`config.mk`:
```
export PLATFORM = sky130hd
export DESIGN_NAME = aes_key_expand_flat
export DESIGN_NICKNAME = d
export VERILOG_FILES = /design/src/rtl/aes_key_expand_pkg.sv /design/src/rtl/aes_key_expand_if.sv /design/src/rtl/aes_key_expand_subword.sv /design/src/rtl/galoismult.sv /design/src/rtl/sbox_sync.sv /design/src/rtl/aes_key_expand.sv /design/src/flat_wrapper.sv
export SDC_FILE = /design/constraint.sdc
export NUM_CORES = 2
export LEC_CHECK = 0
export CAP_MARGIN = 20
export CORE_MARGIN = 3
export CORE_UTILIZATION = 65
export DETAILED_ROUTE_END_ITERATION = 7
export GPL_TIMING_DRIVEN = 0
export PLACE_DENSITY = 0.93
export SLEW_MARGIN = 0
export SYNTH_ARGS = -nofsm -noshare
export SYNTH_HDL_FRONTEND = slang
export SYNTH_SLANG_ARGS = --single-unit
```
`constraint.sdc`:
```
create_clock -name clk -period 34.3 [get_ports clk]
set_input_delay 3.43 -clock clk [delete_from_list [all_inputs] [get_ports clk]]
set_output_delay 3.43 -clock clk [all_outputs]
set_load 0.02 [all_outputs]
```
`src/rtl/aes_key_expand_pkg.sv`:
```
`default_nettype none
// ============================================================================
// Module   : aes_key_expand_pkg
// Brief    : Shared types, constants and GF(2^8) helpers for the AES key schedule
// Revision : 1.0 - initial release
// ============================================================================
package aes_key_expand_pkg;

    typedef enum logic [1:0] {
        IDLE = 2'd0,
        EMIT = 2'd1,
        SUB  = 2'd2
    } ks_state_t;

    localparam int         AES_NR        = 10;
    localparam logic [7:0] AES_RCON_INIT = 8'h01;

    // Index 3 is w0 ([127:96]) and index 0 is w3 ([31:0]).
    typedef logic [3:0][31:0] aes_block_t;

    function automatic logic [7:0] xtime(input logic [7:0] a);
        return {a[6:0], 1'b0} ^ (a[7] ? 8'h1b : 8'h00);
    endfunction

    function automatic logic [7:0] gf_mul(input logic [7:0] a, input logic [7:0] b);
        logic [7:0] p;
        logic [7:0] x;
        p = '0;
        x = a;
        for (int i = 0; i < 8; i++) begin
            if (b[i]) p = p ^ x;
            x = xtime(x);
        end
        return p;
    endfunction

    // Multiplicative inverse as x^254 (square-and-multiply); 0 maps to 0.
    function automatic logic [7:0] gf_inv(input logic [7:0] a);
        logic [7:0] acc;
        logic [7:0] pw;
        acc = 8'h01;
        pw  = a;
        for (int i = 1; i < 8; i++) begin
            pw  = gf_mul(pw, pw);
            acc = gf_mul(acc, pw);
        end
        return acc;
    endfunction

    function automatic logic [7:0] sbox(input logic [7:0] a);
        logic [7:0] b;
        b = gf_inv(a);
        return b ^ {b[6:0], b[7]} ^ {b[5:0], b[7:6]} ^ {b[4:0], b[7:5]}
                 ^ {b[3:0], b[7:4]} ^ 8'h63;
    endfunction

endpackage
`default_nettype wire

```
`src/rtl/aes_key_expand_if.sv`:
```
`default_nettype none
// ============================================================================
// Module   : aes_key_expand_if
// Brief    : Start/key and round-key streaming handshake of the key schedule
// Revision : 1.0 - initial release
// ============================================================================
interface aes_key_expand_if;

    logic         start;
    logic [127:0] key;
    logic         rk_valid;
    logic         rk_ready;
    logic [127:0] round_key;
    logic [3:0]   rk_idx;
    logic         busy;
    logic         done;

    modport master (
        output start, key, rk_ready,
        input  rk_valid, round_key, rk_idx, busy, done
    );

    modport slave (
        input  start, key, rk_ready,
        output rk_valid, round_key, rk_idx, busy, done
    );

endinterface
`default_nettype wire

```
`src/rtl/aes_key_expand_subword.sv`:
```
`default_nettype none
// ============================================================================
// Module   : aes_key_expand_subword
// Brief    : SubWord over four synchronous S-boxes, 1-cycle latency
// Revision : 1.0 - initial release
// ============================================================================
module aes_key_expand_subword (
    input  wire logic        clk,
    input  wire logic        rst,
    input  wire logic [31:0] word_i,
    output logic      [31:0] word_o
);

    for (genvar g = 0; g < 4; g++) begin : g_sbox
        sbox_sync u_sbox (
            .clk    (clk),
            .rst    (rst),
            .addr_i (word_i[8*g +: 8]),
            .data_o (word_o[8*g +: 8])
        );
    end

endmodule
`default_nettype wire

```
`src/rtl/galoismult.sv`:
```
`default_nettype none
// ============================================================================
// Module   : galoismult
// Brief    : Combinational GF(2^8) multiplier, AES polynomial x^8+x^4+x^3+x+1
// Revision : 1.0 - initial release
// ============================================================================
module galoismult
    import aes_key_expand_pkg::*;
(
    input  wire logic [7:0] a_i,
    input  wire logic [7:0] b_i,
    output logic      [7:0] p_o
);

    always_comb begin
        p_o = gf_mul(a_i, b_i);
    end

endmodule
`default_nettype wire

```
`src/rtl/sbox_sync.sv`:
```
`default_nettype none
// ============================================================================
// Module   : sbox_sync
// Brief    : AES forward S-box with registered output (1-cycle latency)
// Revision : 1.0 - initial release
// ============================================================================
module sbox_sync
    import aes_key_expand_pkg::*;
(
    input  wire logic       clk,
    input  wire logic       rst,
    input  wire logic [7:0] addr_i,
    output logic      [7:0] data_o
);

    logic [7:0] data_q;

    always_ff @(posedge clk or posedge rst) begin
        if (rst) begin
            data_q <= '0;
        end else begin
            data_q <= sbox(addr_i);
        end
    end

    assign data_o = data_q;

endmodule
`default_nettype wire

```
`src/rtl/aes_key_expand.sv`:
```
`default_nettype none
// ============================================================================
// Module   : aes_key_expand
// Brief    : Sequential AES-128 key schedule streaming round keys 0..NR
// Revision : 1.0 - initial release
// ============================================================================
module aes_key_expand
    import aes_key_expand_pkg::*;
#(
    parameter int         NR        = AES_NR,
    parameter logic [7:0] RCON_INIT = AES_RCON_INIT
) (
    input  wire logic         clk,
    input  wire logic         reset,
    aes_key_expand_if.slave   ks_if
);

    ks_state_t  state_q, state_d;
    aes_block_t round_key_q, round_key_d;
    logic [3:0] rk_idx_q, rk_idx_d;
    logic [7:0] rcon_q, rcon_d;
    logic       done_q, done_d;

    logic [31:0] rot_w3;
    logic [31:0] sub_w;
    logic [31:0] t_word;
    logic [7:0]  rcon_next;
    aes_block_t  next_key;

    // The S-box address follows the key register continuously, so in SUB
    // the registered SubWord always belongs to the key currently held.
    assign rot_w3 = {round_key_q[0][23:0], round_key_q[0][31:24]};

    aes_key_expand_subword u_subword (
        .clk    (clk),
        .rst    (reset),
        .word_i (rot_w3),
        .word_o (sub_w)
    );

    galoismult u_rcon_xtime (
        .a_i (rcon_q),
        .b_i (8'h02),
        .p_o (rcon_next)
    );

    always_comb begin
        t_word      = sub_w ^ {rcon_q, 24'h0};
        next_key[3] = round_key_q[3] ^ t_word;
        next_key[2] = round_key_q[2] ^ next_key[3];
        next_key[1] = round_key_q[1] ^ next_key[2];
        next_key[0] = round_key_q[0] ^ next_key[1];
    end

    always_comb begin
        state_d     = state_q;
        round_key_d = round_key_q;
        rk_idx_d    = rk_idx_q;
        rcon_d      = rcon_q;
        done_d      = 1'b0;

        // A start pulse overrides any handshake, including the final one.
        if (ks_if.start) begin
            round_key_d = ks_if.key;
            rk_idx_d    = 4'd0;
            rcon_d      = RCON_INIT;
            state_d     = EMIT;
        end else begin
            case (state_q)
                EMIT: begin
                    if (ks_if.rk_ready) begin
                        if (rk_idx_q == 4'(NR)) begin
                            state_d = IDLE;
                            done_d  = 1'b1;
                        end else begin
                            state_d = SUB;
                        end
                    end
                end
                SUB: begin
                    round_key_d = next_key;
                    rk_idx_d    = rk_idx_q + 4'd1;
                    rcon_d      = rcon_next;
                    state_d     = EMIT;
                end
                default: begin
                    state_d = IDLE;
                end
            endcase
        end
    end

    always_ff @(posedge clk or posedge reset) begin
        if (reset) begin
            state_q     <= IDLE;
            round_key_q <= '0;
            rk_idx_q    <= '0;
            rcon_q      <= RCON_INIT;
            done_q      <= 1'b0;
        end else begin
            state_q     <= state_d;
            round_key_q <= round_key_d;
            rk_idx_q    <= rk_idx_d;
            rcon_q      <= rcon_d;
            done_q      <= done_d;
        end
    end

    assign ks_if.rk_valid  = (state_q == EMIT);
    assign ks_if.round_key = round_key_q;
    assign ks_if.rk_idx    = rk_idx_q;
    assign ks_if.busy      = (state_q != IDLE);
    assign ks_if.done      = done_q;

endmodule
`default_nettype wire

```
`src/flat_wrapper.sv`:
```
// flat-port wrapper written by rule: the top's interface ports become plain ports
module aes_key_expand_flat import aes_key_expand_pkg::*;
#(
    parameter int         NR        = AES_NR,
    parameter logic [7:0] RCON_INIT = AES_RCON_INIT
)
  (clk, reset, ks_if_start, ks_if_key, ks_if_rk_ready, ks_if_rk_valid, ks_if_round_key, ks_if_rk_idx, ks_if_busy, ks_if_done);
  aes_key_expand_if ks_if_i ();
  input  wire logic clk;
  input  wire logic reset;
  input wire logic [$bits(ks_if_i.start)-1:0] ks_if_start;
  input wire logic [$bits(ks_if_i.key)-1:0] ks_if_key;
  input wire logic [$bits(ks_if_i.rk_ready)-1:0] ks_if_rk_ready;
  output wire logic [$bits(ks_if_i.rk_valid)-1:0] ks_if_rk_valid;
  output wire logic [$bits(ks_if_i.round_key)-1:0] ks_if_round_key;
  output wire logic [$bits(ks_if_i.rk_idx)-1:0] ks_if_rk_idx;
  output wire logic [$bits(ks_if_i.busy)-1:0] ks_if_busy;
  output wire logic [$bits(ks_if_i.done)-1:0] ks_if_done;
  assign ks_if_i.start = ks_if_start;
  assign ks_if_i.key = ks_if_key;
  assign ks_if_i.rk_ready = ks_if_rk_ready;
  assign ks_if_rk_valid = ks_if_i.rk_valid;
  assign ks_if_round_key = ks_if_i.round_key;
  assign ks_if_rk_idx = ks_if_i.rk_idx;
  assign ks_if_busy = ks_if_i.busy;
  assign ks_if_done = ks_if_i.done;
  aes_key_expand #(.NR(NR), .RCON_INIT(RCON_INIT)) u_core (.clk(clk), .reset(reset), .ks_if(ks_if_i));
endmodule
```
# Yosys cells after proc, flatten, opt, wreduce, memory -nomap -nowiden
# Index checks and enable logic that the tools add are counted.
# op_classes
addsub	1
n_eq_ne	4
muxes	827
n_bitwise	782
reduce_logical	2
# op_table
operator	count
$xor A8 B8 Y8	744
$mux W8	422
$mux W5	369
$mux W128	2
$xor A32 B32 Y32	5
$mux W7	4
$not A1 Y1 const A	28
$mux W4	6
$mux W6	4
$not A4 Y4	4
$mux W2	7
$mux W3	4
$mux W1	8
$xor A8 B5 Y8	1
$add A4 B1 Y4 const B	1
$eq A4 B4 Y1 const B	1
$pmux W2 S2	1
$reduce_bool A2 Y1	2
$ne A3 B3 Y1 const B	1
$eq A2 B1 Y1 const B	1
$eq A2 B2 Y1 const B	1
# word_totals
reg_bits	175
inputBits	132
out_inout_bits	135
wordCells	1628

# Depth between registers and ports, before layout
# logic_depth
depth_word	132
ltp_mapped	69
mapped_depth_nobuf	58

# Hierarchy
# A second synthesis with hierarchy kept.
# hier_totals
hier_cells	9870
area_unflattened_um2	75468.6
# by_module_without_submodules
module	n_inst	cells_each	area_per_inst_um2	seq_area_each_um2
sbox_sync	4	2197	16424.5	200.2
aes_key_expand	1	905	8450.6	3579.7
galoismult	1	177	1320.0	0.0

# Least setup slack after synthesis
# No wires, ideal clock.
# synth_path
path_kind	reg-to-reg
startpoint	register u_core.round_key_q (netlist bit u_core.ks_if.round_key[0])
endpoint	register u_core.u_subword.g_sbox[1].u_sbox.data_q[1]
setup_ps	133
arrival_ps	15755
required_time_ps	34167
slack_ps	18412
path_stages_with_launch	65
path_buffers	12
period_less_slack_ps	15888
path_cell_list	dfrtp_1 > ha_1 > nand2_1 > xnor2_1 > clkinv_1 > clkbuf_1 > clkbuf_1 > clkbuf_1 > ha_1 > clkbuf_1 > clkinv_1 > nor2_1 > xnor2_1 > xnor2_1 > inv_1 > clkbuf_1 > buf_2 > ha_1 > [29 not listed] > a211oi_1 > or3_1 > a32oi_1 > and4_1 > clkbuf_1 > o21ai_1 > and3_1 > o31ai_1 > o2111ai_1 > o21a_1 > a221o_1 > a21oi_1 > xor2_1 > clkbuf_1 > a2111oi_1 > xnor3_1 > xor2_1 > xnor2_1
# synth_between
elab_chain_len	129
word_cells_on_any_way	383
cone_classes	mux: 196; bitwise: 187
# synth_rtl
element	line_no	text
start: declaration	aes_key_expand.sv:19	aes_block_t round_key_q, round_key_d;
start signal: assignment	aes_key_expand.sv:102	round_key_q <= round_key_d;
$mux W8	aes_key_expand_pkg.sv:31	if (b[i]) p = p ^ x;
$xor A8 B8 Y8	aes_key_expand_pkg.sv:31	
$mux W8	aes_key_expand_pkg.sv:31	
$xor A8 B8 Y8	aes_key_expand_pkg.sv:31	
$mux W8	aes_key_expand_pkg.sv:31	
$xor A8 B8 Y8	aes_key_expand_pkg.sv:31	
$mux W8	aes_key_expand_pkg.sv:31	
$xor A8 B8 Y8	aes_key_expand_pkg.sv:31	
[111 not listed]	-	
$mux W8	aes_key_expand_pkg.sv:31	
$xor A8 B8 Y8	aes_key_expand_pkg.sv:31	
$mux W8	aes_key_expand_pkg.sv:31	
$xor A8 B8 Y8	aes_key_expand_pkg.sv:31	
$mux W8 (*)	aes_key_expand_pkg.sv:31	
$xor A8 B8 Y8 (3 in a row)	aes_key_expand_pkg.sv:53	return b ^ {b[6:0], b[7]} ^ {b[5:0], b[7:6]} ^ {b[4:0], b[7:5]}
$xor A8 B8 Y8 (*)	aes_key_expand_pkg.sv:54	^ {b[3:0], b[7:4]} ^ 8'h63;
$not A4 Y4 (no line) (*)	-	
end signal: assignment	sbox_sync.sv:22	data_q <= sbox(addr_i);
end: declaration	sbox_sync.sv:16	logic [7:0] data_q;
# Every way passes the cells marked *; elsewhere a longest branch is shown, timed or not.
# A chain may end at the register's enable or synchronous reset.

# Worst setup path in the final report
# layout_path
startpoint	register u_core.round_key_q (netlist bit u_core.ks_if.round_key[0])
endpoint	register u_core.u_subword.g_sbox[1].u_sbox.data_q[2]
# layout_between
elab_chain_len	128
word_cells_on_any_way	382
cone_classes	mux: 196; bitwise: 186
# layout_rtl
element	line_no
$mux W8	aes_key_expand_pkg.sv:31
$xor A8 B8 Y8	aes_key_expand_pkg.sv:31
$mux W8	aes_key_expand_pkg.sv:31
$xor A8 B8 Y8	aes_key_expand_pkg.sv:31
$mux W8	aes_key_expand_pkg.sv:31
$xor A8 B8 Y8	aes_key_expand_pkg.sv:31
$mux W8	aes_key_expand_pkg.sv:31
$xor A8 B8 Y8	aes_key_expand_pkg.sv:31
[110 not listed]	-
$xor A8 B8 Y8	aes_key_expand_pkg.sv:31
$mux W8	aes_key_expand_pkg.sv:31
$xor A8 B8 Y8	aes_key_expand_pkg.sv:31
$mux W8	aes_key_expand_pkg.sv:31
$xor A8 B8 Y8	aes_key_expand_pkg.sv:31
$mux W8 (*)	aes_key_expand_pkg.sv:31
$xor A8 B8 Y8 (3 in a row)	aes_key_expand_pkg.sv:53
$xor A8 B8 Y8 (*)	aes_key_expand_pkg.sv:54
# Marks and branches as above.

==> qor.yml <==
yosys_most_used_dff: "dfrtp_1"
cts_tree: "built"
fin_worst_skew_ns: 0.02932
synth_edf_count: 0
max_cap_violations: 0
r2r_end: "u_core.u_subword.g_sbox[1].u_sbox.data_o[2]"
fin_util: 0.7078
overflow: 0
synthTopCellsByArea: "xnor2_1 (22%), xnor3_1 (9.5%), nor2_1 (6.8%)"
h-tree-depth: 4
critical-path-top-delay-family: "compound AO/OA/AOI/OAI gates"
synthArstFlopShare: 1.000
gr-max-usage-layer: "met2"
muxShareOfSynthArea: 0.04120
yosys.area_share.simple: 0.2041
globalplace.congestion: 1.034
critPathBufInv: 14
netlist.area_leader.share: 0.2246
wire_per_inst_um: 22.03
critical-path-slowest-cell: "a2111oi_1"
io_buffers: 265
synthesis.area_um2: 65930
rsz0062_at_grt: "no"
clk_latency_ns: 0.49
first_iter_violations: 9094
finalNonFillerCells: 10460
ctsHoldBuffers: 0
coreArea_um2: 100300
worstHoldStart: "u_core.state_q[0]"
cts-buffers-inserted: 17
synth_nets: 8954
rows: 116
slew_headroom: 0.1895
synth_warnings: 0
routed_wl_um: 230400
synth.top_cells.by_count: "xnor2_1 (1691), nor2_1 (1201), nand2_1 (988), xor2_1 (484), o21ai_0 (442)"
route.detailed.drc: 0
synthXorXnorAreaFrac: 0.4537
crit_path_end: "u_core.u_subword.g_sbox[1].u_sbox.data_o[2]"
end_kind: "flip-flop"
path_max_fanout: 10
worst_slew_pin_slew_ns: 1.207
cts_resized: 0
required_ns: 34.64
yosys.area.top_type: "xnor2_1"
synth.most_common_cell: "xnor2_1"
hp-class: "reg2reg"
worstSetupStartpoint: "u_core.ks_if.round_key[0]"
antenna_found_initial: 16
setup_viol: 0
start_kind: "flip-flop"
nets: 9247
status: "complete, no violations"
ios: 267
synth_seq_area_share: 0.06644
reg2reg_from: "u_core.ks_if.round_key[0]"
synth-seq-cells: 175
root_buffer: "clkbuf_16"
crit_top_cell: "clkbuf_1"
hold_viol_final: 0
post-place-ws_ns: 13.91
gr-usage-all-layers: 0.4121
worst-r2r-setup-slack_ns: 13.19
grt_pass1_vias: 63400
finalCritPeriodShare: 0.6153
initial_core_util: 0.6574
setup_ws_ns: 13.19
synth_compound_area_frac: 0.1813
avgSynthCellArea_um2: 7.502
grt_max_degree: 99
drive_gt1_frac: 0.06026
post_cts_buffers: 0
slowest_delay_ns: 0.92
fin_setup_tns_ns: 0
max_freq_mhz: 47.38
drv_slew: 0
vias_per_cell: 6.559
ys_types: 122
critical_path_cell_count: 63
die_area_um2: 105300
dp_hpwl_um: 177000
clkTransAtPathRegs_ns: 0.08
num_vias: 68610
min_period_ns: 21.11
critical_path_class: "reg2reg"
grt_pass1_wl_um: 357300
gr-usage-met3: 0.1012
r2r_cells: 63
dr.pass1.iters: 7
grt.met1_usage: 0.5445
grt_util_met2: 0.6490
area_growth_pct: 7.661
ant_nets: 0
clkSinkCount: 175
ctsLongestPathBuffers: 2
dp.cells: 10420
worstPathArrival_ns: 21.45
synth_top_family_by_area: "XOR/XNOR gates"
die_x_um: 324.5
syn_inst: 8789
die-height_um: 324.5
synth-adder-area-share: 0.006869
-- area by class of cell --
type,instances,area [um2]
timing repair buffer,274,2745
inverter,105,401.6
multi-input combinational,7907,58490
antenna,9,22.52
clock inverter,14,152.6
buffer,602,2665
clock buffer,17,425.4
fill,8273,29310
sequential,175,4380
tap,1357,1698
-- through the flow --
stage | cell area (um2) | hold slack, ns
CTS | 70920 | 0.5368
global route | 70970 | 0.5749
global placement | 70280 | 0.5068
finish | 70990 | 0.5400
floorplan | 65930 | 0.4883
detailed placement | 70340 | 0.5198
-- worst min-delay path by stage --
stage	end	cells past startpoint
6_report	u_core.state_q[0]	1
5_1_grt	u_core.state_q[0]	1
4_1_cts	u_core.state_q[0]	1
3_5_place_dp	u_core.state_q[0]	1
3_3_place_gp	u_core.state_q[0]	1
2_1_floorplan	u_core.state_q[0]	1
-- cell families (layout without fill, tap and decap cells) --
logic type                 count (synthesis)  after routing
and+or+nand+nor                         3092           3092
buffers and inverters                    707           1012
muxes                                    259            259
AOI/OAI and AO/OA                       1833           1833
other                                      0              9
adders and majority gates                 37             37
xor gates and xnor gates                2686           2686
DFF                                      175            175
-- cell usage in the layout, fill, tap and decap left out, drive strengths merged, types with 53 or more instances in the layout --
cell	count
a211oi	96
a21oi	442
a31oi	82
and2	57
buf	234
clkbuf	394
clkdlybuf4s50	265
dfrtp	174
inv	93
mux2i	205
nand2	989
nand2b	59
nand3	213
nor2	1210
nor3	249
o211ai	71
o21ai	471
o22ai	117
xnor2	1819
xnor3	297
xor2	517
xor3	53
-- metal layers --
metal / routed length, um / vias to the layer above
li1: - / 30910
met2: 101300 / 4643
met5: 62 / -
met3: 28620 / 758
met4: 9887 / 10
met1: 90490 / 32290
-- flip-flops by register name, indices dropped and copies added, names as in the netlist --
signal	count
u_core.state_q	2
u_core.rcon_q	8
u_core.ks_if.rk_idx	4
u_core.u_subword.g_sbox.u_sbox.data_o	32
u_core.ks_if.done	1
u_core.ks_if.round_key	128
Power is not shown: default switching activity piles up to over one toggle a cycle in this logic, so the estimate is an artifact.
